## config.mk

```make
export PLATFORM = sky130hd
export DESIGN_NAME = eee_msg_reader
export DESIGN_NICKNAME = d
export VERILOG_FILES = /design/src/rtl/eee_msg_reader.sv
export SDC_FILE = /design/constraint.sdc
export NUM_CORES = 1
export LEC_CHECK = 0
export BUFFER_PORTS_ARGS = -buffer_cell sky130_fd_sc_hd__buf_2
export CAP_MARGIN = 20
export CORE_ASPECT_RATIO = 1.2
export CORE_MARGIN = 10
export CORE_UTILIZATION = 40
export CTS_BUF_LIST = sky130_fd_sc_hd__clkbuf_4
export DETAILED_ROUTE_END_ITERATION = 8
export GPL_TIMING_DRIVEN = 0
export MAX_ROUTING_LAYER = met4
export SLEW_MARGIN = 20
export SYNTH_ARGS = -nofsm -noshare
export SYNTH_HDL_FRONTEND = slang
export SYNTH_SLANG_ARGS = --single-unit
```

## constraint.sdc

```tcl
create_clock -name clk -period 3.2 [get_ports clk]
set_clock_uncertainty 0.1 [all_clocks]
set_input_delay 0 -clock clk [delete_from_list [all_inputs] [get_ports clk]]
set_output_delay 0 -clock clk [all_outputs]
set_load 0.05 [all_outputs]
```

## src/rtl/eee_msg_reader.sv

```systemverilog
// -----------------------------------------------------------------------------
// eee_msg_reader
//
// Hardware consumer of the image processor's CPU message FIFO. Acts as an
// Avalon-MM master on the processor's slave port: it polls the FIFO fill level
// and pops 7-word "RBY" messages: header, then the red, blue and yellow boxes
// as {min, max} corner words. The three parsed boxes are presented as
// registered outputs that update together, with a one-cycle box_valid strobe.
//
// Ports:
//   clk, reset_n        clock, asynchronous active-low reset
//   enable              0 = finish the current word/message, then hold in IDLE
//   m_chipselect        asserted with m_read or m_write
//   m_read              one-cycle read strobe (never two cycles in a row)
//   m_write             write strobe (flush only)
//   m_address[2:0]      0 = status, 1 = message word
//   m_writedata[31:0]   write data (flush command)
//   m_readdata[31:0]    slave read data, valid the cycle after m_read
//   box_valid           one-cycle pulse when the box outputs update
//   box_{r,b,y}_{min,max}[21:0]  {x[10:0], y[10:0]} corners
//   box_present[2:0]    {yellow, blue, red}: min x <= max x
//   sync_err_count[7:0] saturating count of header mismatches
//
// Build option: define FLUSH_ON_ERR_EN to flush the FIFO (write 32'h10 to
// address 0) on a header mismatch instead of hunting word by word for the
// next header. Without it, m_write and m_writedata are tied to 0.
// -----------------------------------------------------------------------------
module eee_msg_reader #(
    parameter int unsigned POLL_INTERVAL = 1024,
    parameter logic [31:0] MSG_ID        = 32'h0052_4259,
    parameter int unsigned MSG_WORDS     = 7
) (
    input  logic        clk,
    input  logic        reset_n,
    input  logic        enable,
    output logic        m_chipselect,
    output logic        m_read,
    output logic        m_write,
    output logic [2:0]  m_address,
    output logic [31:0] m_writedata,
    input  logic [31:0] m_readdata,
    output logic        box_valid,
    output logic [21:0] box_r_min,
    output logic [21:0] box_r_max,
    output logic [21:0] box_b_min,
    output logic [21:0] box_b_max,
    output logic [21:0] box_y_min,
    output logic [21:0] box_y_max,
    output logic [2:0]  box_present,
    output logic [7:0]  sync_err_count
);

    localparam int unsigned     PCW         = (POLL_INTERVAL > 1) ? $clog2(POLL_INTERVAL) : 1;
    localparam logic [PCW-1:0]  POLL_RELOAD = PCW'(POLL_INTERVAL - 1);
    localparam logic [2:0]      LAST_IDX    = 3'(MSG_WORDS - 1);
    localparam logic [7:0]      MSG_LEN     = 8'(MSG_WORDS);

    typedef enum logic [2:0] {
        S_IDLE,
        S_RD_STATUS,
        S_CAP_STATUS,
        S_RD_WORD,
        S_CAP_WORD,
        S_FLUSH
    } state_e;

    state_e           state_q, state_d;
    logic [PCW-1:0]   poll_q, poll_d;
    logic [7:0]       rem_q, rem_d;
    logic [2:0]       idx_q, idx_d;
    logic             in_msg_q, in_msg_d;
    // Words 1..5 are held here until word 6 arrives so outputs never tear.
    logic [4:0][21:0] shad_q, shad_d;
    // Output boxes: [0]=r_min [1]=r_max [2]=b_min [3]=b_max [4]=y_min [5]=y_max
    logic [5:0][21:0] boxes_q, boxes_d;
    logic [2:0]       present_q, present_d;
    logic             valid_q, valid_d;
    logic [7:0]       err_q, err_d;
    logic             msg_done;
`ifdef FLUSH_ON_ERR_EN
    logic             flush_req;
`endif

    function automatic logic [21:0] corner(input logic [31:0] w);
        return {w[26:16], w[10:0]};
    endfunction

    always_comb begin
        state_d      = state_q;
        poll_d       = poll_q;
        rem_d        = rem_q;
        idx_d        = idx_q;
        in_msg_d     = in_msg_q;
        shad_d       = shad_q;
        boxes_d      = boxes_q;
        present_d    = present_q;
        valid_d      = 1'b0;
        err_d        = err_q;
        msg_done     = 1'b0;
        m_chipselect = 1'b0;
        m_read       = 1'b0;
        m_write      = 1'b0;
        m_address    = 3'd0;
        m_writedata  = 32'h0;
`ifdef FLUSH_ON_ERR_EN
        flush_req    = 1'b0;
`endif

        case (state_q)
            S_IDLE: begin
                // Counter parks at 0 while disabled so re-enabling polls at once.
                if (poll_q == '0) begin
                    if (enable) state_d = S_RD_STATUS;
                end else begin
                    poll_d = poll_q - PCW'(1);
                end
            end

            S_RD_STATUS: begin
                m_chipselect = 1'b1;
                m_read       = 1'b1;
                m_address    = 3'd0;
                state_d      = S_CAP_STATUS;
            end

            S_CAP_STATUS: begin
                rem_d = m_readdata[15:8];
                // A partial message resumes on any non-empty FIFO; a fresh one
                // waits until a whole message is available. Never read empty.
                if ((in_msg_q && m_readdata[15:8] != 8'd0) ||
                    (enable && m_readdata[15:8] >= MSG_LEN)) begin
                    state_d = S_RD_WORD;
                end else begin
                    poll_d  = POLL_RELOAD;
                    state_d = S_IDLE;
                end
            end

            S_RD_WORD: begin
                m_chipselect = 1'b1;
                m_read       = 1'b1;
                m_address    = 3'd1;
                rem_d        = rem_q - 8'd1;
                state_d      = S_CAP_WORD;
            end

            S_CAP_WORD: begin
                if (idx_q == 3'd0) begin
                    if (m_readdata == MSG_ID) begin
                        in_msg_d = 1'b1;
                        idx_d    = 3'd1;
                    end else begin
                        err_d = (err_q == 8'hFF) ? err_q : err_q + 8'd1;
`ifdef FLUSH_ON_ERR_EN
                        flush_req = 1'b1;
`endif
                    end
                end else if (idx_q == LAST_IDX) begin
                    boxes_d[4:0] = shad_q;
                    boxes_d[5]   = corner(m_readdata);
                    for (int c = 0; c < 3; c++) begin
                        present_d[c] = boxes_d[2*c][21:11] <= boxes_d[2*c+1][21:11];
                    end
                    valid_d  = 1'b1;
                    in_msg_d = 1'b0;
                    idx_d    = 3'd0;
                    msg_done = 1'b1;
                end else begin
                    shad_d[idx_q - 3'd1] = corner(m_readdata);
                    idx_d                = idx_q + 3'd1;
                end

                // Mid-message: keep reading, re-polling if the FIFO ran dry.
                // Otherwise (done or hunting) stop when empty, disabled, or
                // when too few words remain for another full message.
                if (in_msg_d) begin
                    state_d = (rem_q == 8'd0) ? S_RD_STATUS : S_RD_WORD;
                end else if (rem_q == 8'd0 || !enable || (msg_done && rem_q < MSG_LEN)) begin
                    poll_d  = POLL_RELOAD;
                    state_d = S_IDLE;
                end else begin
                    state_d = S_RD_WORD;
                end
`ifdef FLUSH_ON_ERR_EN
                if (flush_req) begin
                    poll_d  = poll_q;
                    state_d = S_FLUSH;
                end
`endif
            end

`ifdef FLUSH_ON_ERR_EN
            S_FLUSH: begin
                m_chipselect = 1'b1;
                m_write      = 1'b1;
                m_address    = 3'd0;
                m_writedata  = 32'h10;
                rem_d        = 8'd0;
                idx_d        = 3'd0;
                in_msg_d     = 1'b0;
                poll_d       = POLL_RELOAD;
                state_d      = S_IDLE;
            end
`endif

            default: state_d = S_IDLE;
        endcase
    end

    always_ff @(posedge clk or negedge reset_n) begin
        if (!reset_n) begin
            state_q   <= S_IDLE;
            poll_q    <= POLL_RELOAD;
            rem_q     <= 8'd0;
            idx_q     <= 3'd0;
            in_msg_q  <= 1'b0;
            shad_q    <= '0;
            boxes_q   <= '0;
            present_q <= 3'd0;
            valid_q   <= 1'b0;
            err_q     <= 8'd0;
        end else begin
            state_q   <= state_d;
            poll_q    <= poll_d;
            rem_q     <= rem_d;
            idx_q     <= idx_d;
            in_msg_q  <= in_msg_d;
            shad_q    <= shad_d;
            boxes_q   <= boxes_d;
            present_q <= present_d;
            valid_q   <= valid_d;
            err_q     <= err_d;
        end
    end

    assign box_valid      = valid_q;
    assign box_r_min      = boxes_q[0];
    assign box_r_max      = boxes_q[1];
    assign box_b_min      = boxes_q[2];
    assign box_b_max      = boxes_q[3];
    assign box_y_min      = boxes_q[4];
    assign box_y_max      = boxes_q[5];
    assign box_present    = present_q;
    assign sync_err_count = err_q;

endmodule

```

Word-level counts from Yosys, hierarchy flattened --
Index checks and enable logic that the tools add are counted.
Storage, ports and cells: output and inout port bits 182, input bits 35, word-level logic and storage cells 100, register bits 279
Operators by class: equality and inequality tests 14, $lt $le $gt $ge 7, bitwise logic cells 4, add/sub/neg operators 5, multiplexer cells 29, reductions and logical operators 22
Operators with widths (count):
- $bwmux W110 | 1
- $demux W22 S3 | 1
- $mux W10 | 4
- $le A11 B11 Y1 | 3
- $eq A32 B23 Y1 const B | 1
- $pmux W10 S3 | 1
- $mux W22 | 1
- $pmux W8 S2 | 1
- $mux W3 | 5
- $pmux W3 S5 | 1
- $ne A2 B2 Y1 const B | 6
- $logic_not A10 Y1 | 1
- $mux W1 | 10
- $sub A10 B1 Y10 const B | 1
- $add A8 B1 Y8 const B | 1
- $eq A8 B8 Y1 const B | 1
- $ge A8 B3 Y1 const B | 1
- $logic_not A8 Y1 | 1
- $lt A8 B3 Y1 const B | 1
- $mux W2 | 4
- $reduce_bool A8 Y1 | 1
- $sub A8 B1 Y8 const B | 1
- $eq A3 B2 Y1 const B | 2
- $eq A3 B3 Y1 const B | 2
- 18 further kinds | 29

Logic depth before layout (Yosys ltp) --
depth in word-level cells 9, depth in mapped cells 10, gate-level depth less buffers 8

Worst setup path after synthesis --
OpenSTA, ideal clock, no wires.
path kind reg-to-reg, start register idx_q[0], end register shad_q[45] (netlist bit), required time 2975 ps, data arrival time 2231 ps, setup slack 744 ps, stages on the path, launching flop included 10, path buffers 2, path through dfrtp_1 inv_1 ha_1 ha_1 nor3b_4 nand2_1 or3_1 buf_2 buf_6 mux2_4
Between the ends: cells in the longest elaborated chain, start to end 6, elaborated cells between the ends (all ways) 12
RTL lines:
- start, declared | RTL line 70 | logic [2:0] idx_q, idx_d;
- start signal, assigned | RTL line 226 | idx_q <= idx_d;
- $sub A3 B1 Y3 | RTL line 169 | shad_d[idx_q - 3'd1] = corner(m_readdata);
- $lt A3 B4 Y1 (not written as such) / $ge A3 B1 Y1 (equally long branches) | RTL line 169
- $logic_and A1 B1 Y1 (not written as such) | RTL line 169
- $mux W22 (not written as such) | RTL line 169
- $demux W22 S3 | RTL line 169
- $bwmux W110 | RTL line 169
- end signal, assigned | RTL line 217 | shad_q <= '0;
- end signal, assigned | RTL line 228 | shad_q <= shad_d;
- end, declared | RTL line 73 | logic [4:0][21:0] shad_q, shad_d;
Several ways; a longest one is shown, not always the timed one. A chain may end at the register's enable or synchronous reset.

Final worst setup path --
start register idx_q[0], end register shad_q[69] (netlist bit)
The elaborated chain is that of the path after synthesis.

==> impl_metrics.json <==
{
  "status": "finished clean",
  "grt-ovfl-total": 0,
  "critPathArrivalTime_ns": 3.37,
  "cp-end-kind": "register",
  "antenna_found_initial": 3,
  "start_kind": "register",
  "floorplan.initialDensity_pct": 40.5,
  "post_drt_via_cell_ratio": 4.82,
  "die_w_um": 180,
  "fmax_ghz": 0.340,
  "clock_path_buffers": 3,
  "crit_end": "shad_q[69]",
  "synth_top_family_by_area": "simple AND/OR/NAND/NOR gates",
  "synth.area.top_cells": "dfrtp_1 55%, nand2_1 12%, mux2_2 4.7%, ha_1 4.4%, o21ai_0 3.4%",
  "yosys.area_share.simple_pct": 16.9,
  "grt_pass1_wl_um": 55800,
  "syn_to_final_growth_pct": 23.4,
  "synth_xor_area_share_pct": 0.497,
  "yosysTopAreaCell": "dfrtp_1",
  "finalSetupViolCount": 0,
  "insertion_delay_ns": 0.68,
  "critPathMaxFanout": 10,
  "synth_compound_area_share_pct": 7.59,
  "p_seq_share_pct": 38.3,
  "drtIter0Drc": 468,
  "holdPathStages": 4,
  "r2r_start": "idx_q[0]",
  "syn_inst": 1195,
  "die_y_um": 212,
  "path_clk_slew_ns": 0.07,
  "ant_nets": 0,
  "period_share_pct": 91.8,
  "multi_input_area_mm2": 0.00477,
  "maxCapViolations": 0,
  "relSlewSlack_pct": 51.8,
  "ir_worst_vdd_v": 0.000631,
  "htreeDepth": 3,
  "cts_root_buf": "clkbuf_4",
  "switchingPower_mw": 6.86,
  "synth_edf_count": 0,
  "total_power_mw": 15.1,
  "std_cell_rows": 70,
  "p_clk_share_pct": 19.1,
  "grt_pass1_vias": 9851,
  "critPathRequiredTime_ns": 3.63,
  "numCtsBuffers": 73,
  "synth.ff_latch_count": 279,
  "numPortBuffers": 179,
  "synth_cell_types": 62,
  "critPathTopFamily": "simple AND/OR/NAND/NOR gates",
  "syn_area_mm2": 0.0123,
  "dr.pass1.iters": 4,
  "crit_top_cell": "ha_1",
  "dp_hpwl_um": 25400,
  "synth_fa_ha_area_share_pct": 4.36,
  "worstSetupPathType": "reg -> reg",
  "slowest_stage": "dfrtp_1",
  "async_reset_ff_share_pct": 100,
  "p_int_mw": 8.24,
  "critical_path_buf_inv_count": 2,
  "synth_seq_area_share_pct": 56.7,
  "layout_min_cycle_time_ns": 2.94,
  "yosys.cell_count.top_type": "nand2_1",
  "path_depth": 8,
  "synth_top_area_share_pct": 54.5,
  "grt_max_degree": 94,
  "synth_mux_area_share_pct": 8.14,
  "switching_share_pct": 45.4,
  "finalMaxSlewViolations": 0,
  "reg2reg_slack_ns": 0.26,
  "wl_um": 35200,
  "crit_start": "idx_q[0]",
  "cpPeakStageDelay_ns": 0.50,
  "coreArea_mm2": 0.0305,
  "leakagePower_nw": 8.11,
  "synthTopCellsByCount": "382 x nand2_1, 269 x dfrtp_1, 84 x o21ai_0",
  "hold_viol_final": 0,
  "min_path_type": "in -> reg",
  "grt_use_total_pct": 18.9,
  "routed-via-count": 9501,
  "drive_gt1_share_pct": 28.3,
  "nets": 1605,
  "synth_warnings": 0,
  "wl_per_cell_um": 17.8,
  "cts_tree": "done",
  "post-route-util_pct": 50.0,
  "drc": 0,
  "clock_sink_count": 279,
  "ff_latch_area_mm2": 0.00699,
  "pwr-share-comb_pct": 42.5,
  "ioPinCount": 217,
  "yosys_most_used_dff": "dfrtp_1",
  "worst_slew_pin_slew_ns": 0.723,
  "gp_congestion": 0.859,
  "rr_worst_depth": 8,
  "avgSynthCellArea_um2": 10.3,
  "cp_cell_sequence": "inv_1 -> ha_1 -> ha_1 -> nor3b_4 -> nand2_1 -> nor3_2 -> buf_2 -> mux2_2",
  "rsz0062_at_grt": "no",
  "die-area_mm2": 0.0383,
  "n_fill_cell": 2874,
  "r2r_end": "shad_q[69]",
  "powerDensity_mw_per_mm2": 992
}
tightest hold or removal path, stage by stage:
cell and delay, ns:
dlygate4sd3_1 0.51, buf_2 0.11, o22ai_1 0.06, a21oi_1 0.11
registers in the layout, summed over array words and instances, names as in the netlist:
register        cells
box_b_max          22
box_b_min          22
box_present         3
box_r_max          22
box_r_min          22
box_valid           1
box_y_max          22
box_y_min          22
idx_q               3
in_msg_q            1
poll_q             10
rem_q               8
shad_q            110
state_q             3
sync_err_count      8
what timing repair did:
item                                    in CTS  in global routing
endpoints found under the setup margin       0                 11
hold buffers                                41                  0
gates resized for setup                      0                  6
endpoints found under the hold margin      428                  0
buffers inserted                             0                  0
worst min path at each step:
stage,startpoint,end
after floorplan,reset_n,box_b_max[0]
after global placement,m_readdata[22],shad_q[61]
after detailed placement,reset_n,box_y_max[14]
after CTS,m_readdata[23],shad_q[62]
after global routing,m_readdata[23],shad_q[62]
final,m_readdata[15],rem_q[7]
per-stage QoR:
stage | hold slack (ns) | TNS [ns] | setup slack [ns] | instance area [µm²] | instances
after global routing | 0.0411 | 0 | 0.0371 | 15200 | 1972
after global placement | 0.159 | -879.27 | -3.24 | 13900 | 1804
final | 0.0757 | 0 | 0.262 | 15200 | 1972
after floorplan | -0.396 | 0 | 0.744 | 12500 | 1229
after CTS | 0.00407 | 0 | 0.153 | 15200 | 1969
after detailed placement | -0.187 | 0 | 0.191 | 14000 | 1807
kinds of logic (layout without fill, tap and decap cells):
group | count (synthesis) | after routing
buffers and inverters | 137 | 481
adders and majority gates | 43 | 43
DFF | 279 | 279
and+or+nand+nor | 492 | 492
AOI/OAI and AO/OA | 152 | 152
xor gates and xnor gates | 7 | 7
other | 1 | 38
muxes | 84 | 84
metal layers:
| metal | part of all wire, % | up-vias | global-route usage, % | wire length, µm |
|---|---|---|---|---|
| li1 | - | 4612 | - | - |
| met1 | 42 | 4598 | 21.7 | 14900 |
| met2 | 51 | 237 | 32.2 | 17900 |
| met3 | 4.9 | 54 | 4.32 | 1740 |
| met4 | 1.8 | 0 | 6.34 | 643 |
| met5 | 0 | - | - | 0 |
cell usage in the layout, fill, tap and decap left out, drive strengths merged, types with 4 or more instances in the layout:
cell type    netlist  layout
nand2            383     383
dfrtp            269     269
buf               57     239
clkbuf            33     134
o21ai             85      85
mux2              71      71
inv               47      50
ha                43      43
dlygate4sd3        0      39
conb               1      35
nor2              28      28
a21oi             24      24
clkinv             0      18
nand3             15      15
mux2i             13      13
nand4             12      12
dfstp             10      10
nor3              10      10
o22ai              8       8
nor2b              8       8
or3                7       7
a21o               5       5
nor4b              5       5
xor2               5       5
nor3b              5       5
nor4               4       4
o21a               4       4
o22a               4       4
power by group through the flow:
stage	combinational [mW]	clock, mW	sequential, mW
floorplan	2.48	0	8.02
global placement	6.32	0	5.80
detailed placement	6.43	0	5.85
CTS	6.50	2.99	5.79
global route	7.00	3.17	5.96
finish	6.42	2.89	5.79
final cells by class:
class / instances / area share (%)
antenna: 3 / 0.0493
buffer: 90 / 3.53
clock buffer: 100 / 4.93
clock inverter: 21 / 0.559
inverter: 47 / 1.16
multi-input combinational: 813 / 31.3
sequential: 279 / 45.9
tap: 396 / 3.25
timing repair buffer: 223 / 9.29
No activity file was read; power rests on OpenSTA's default activity.
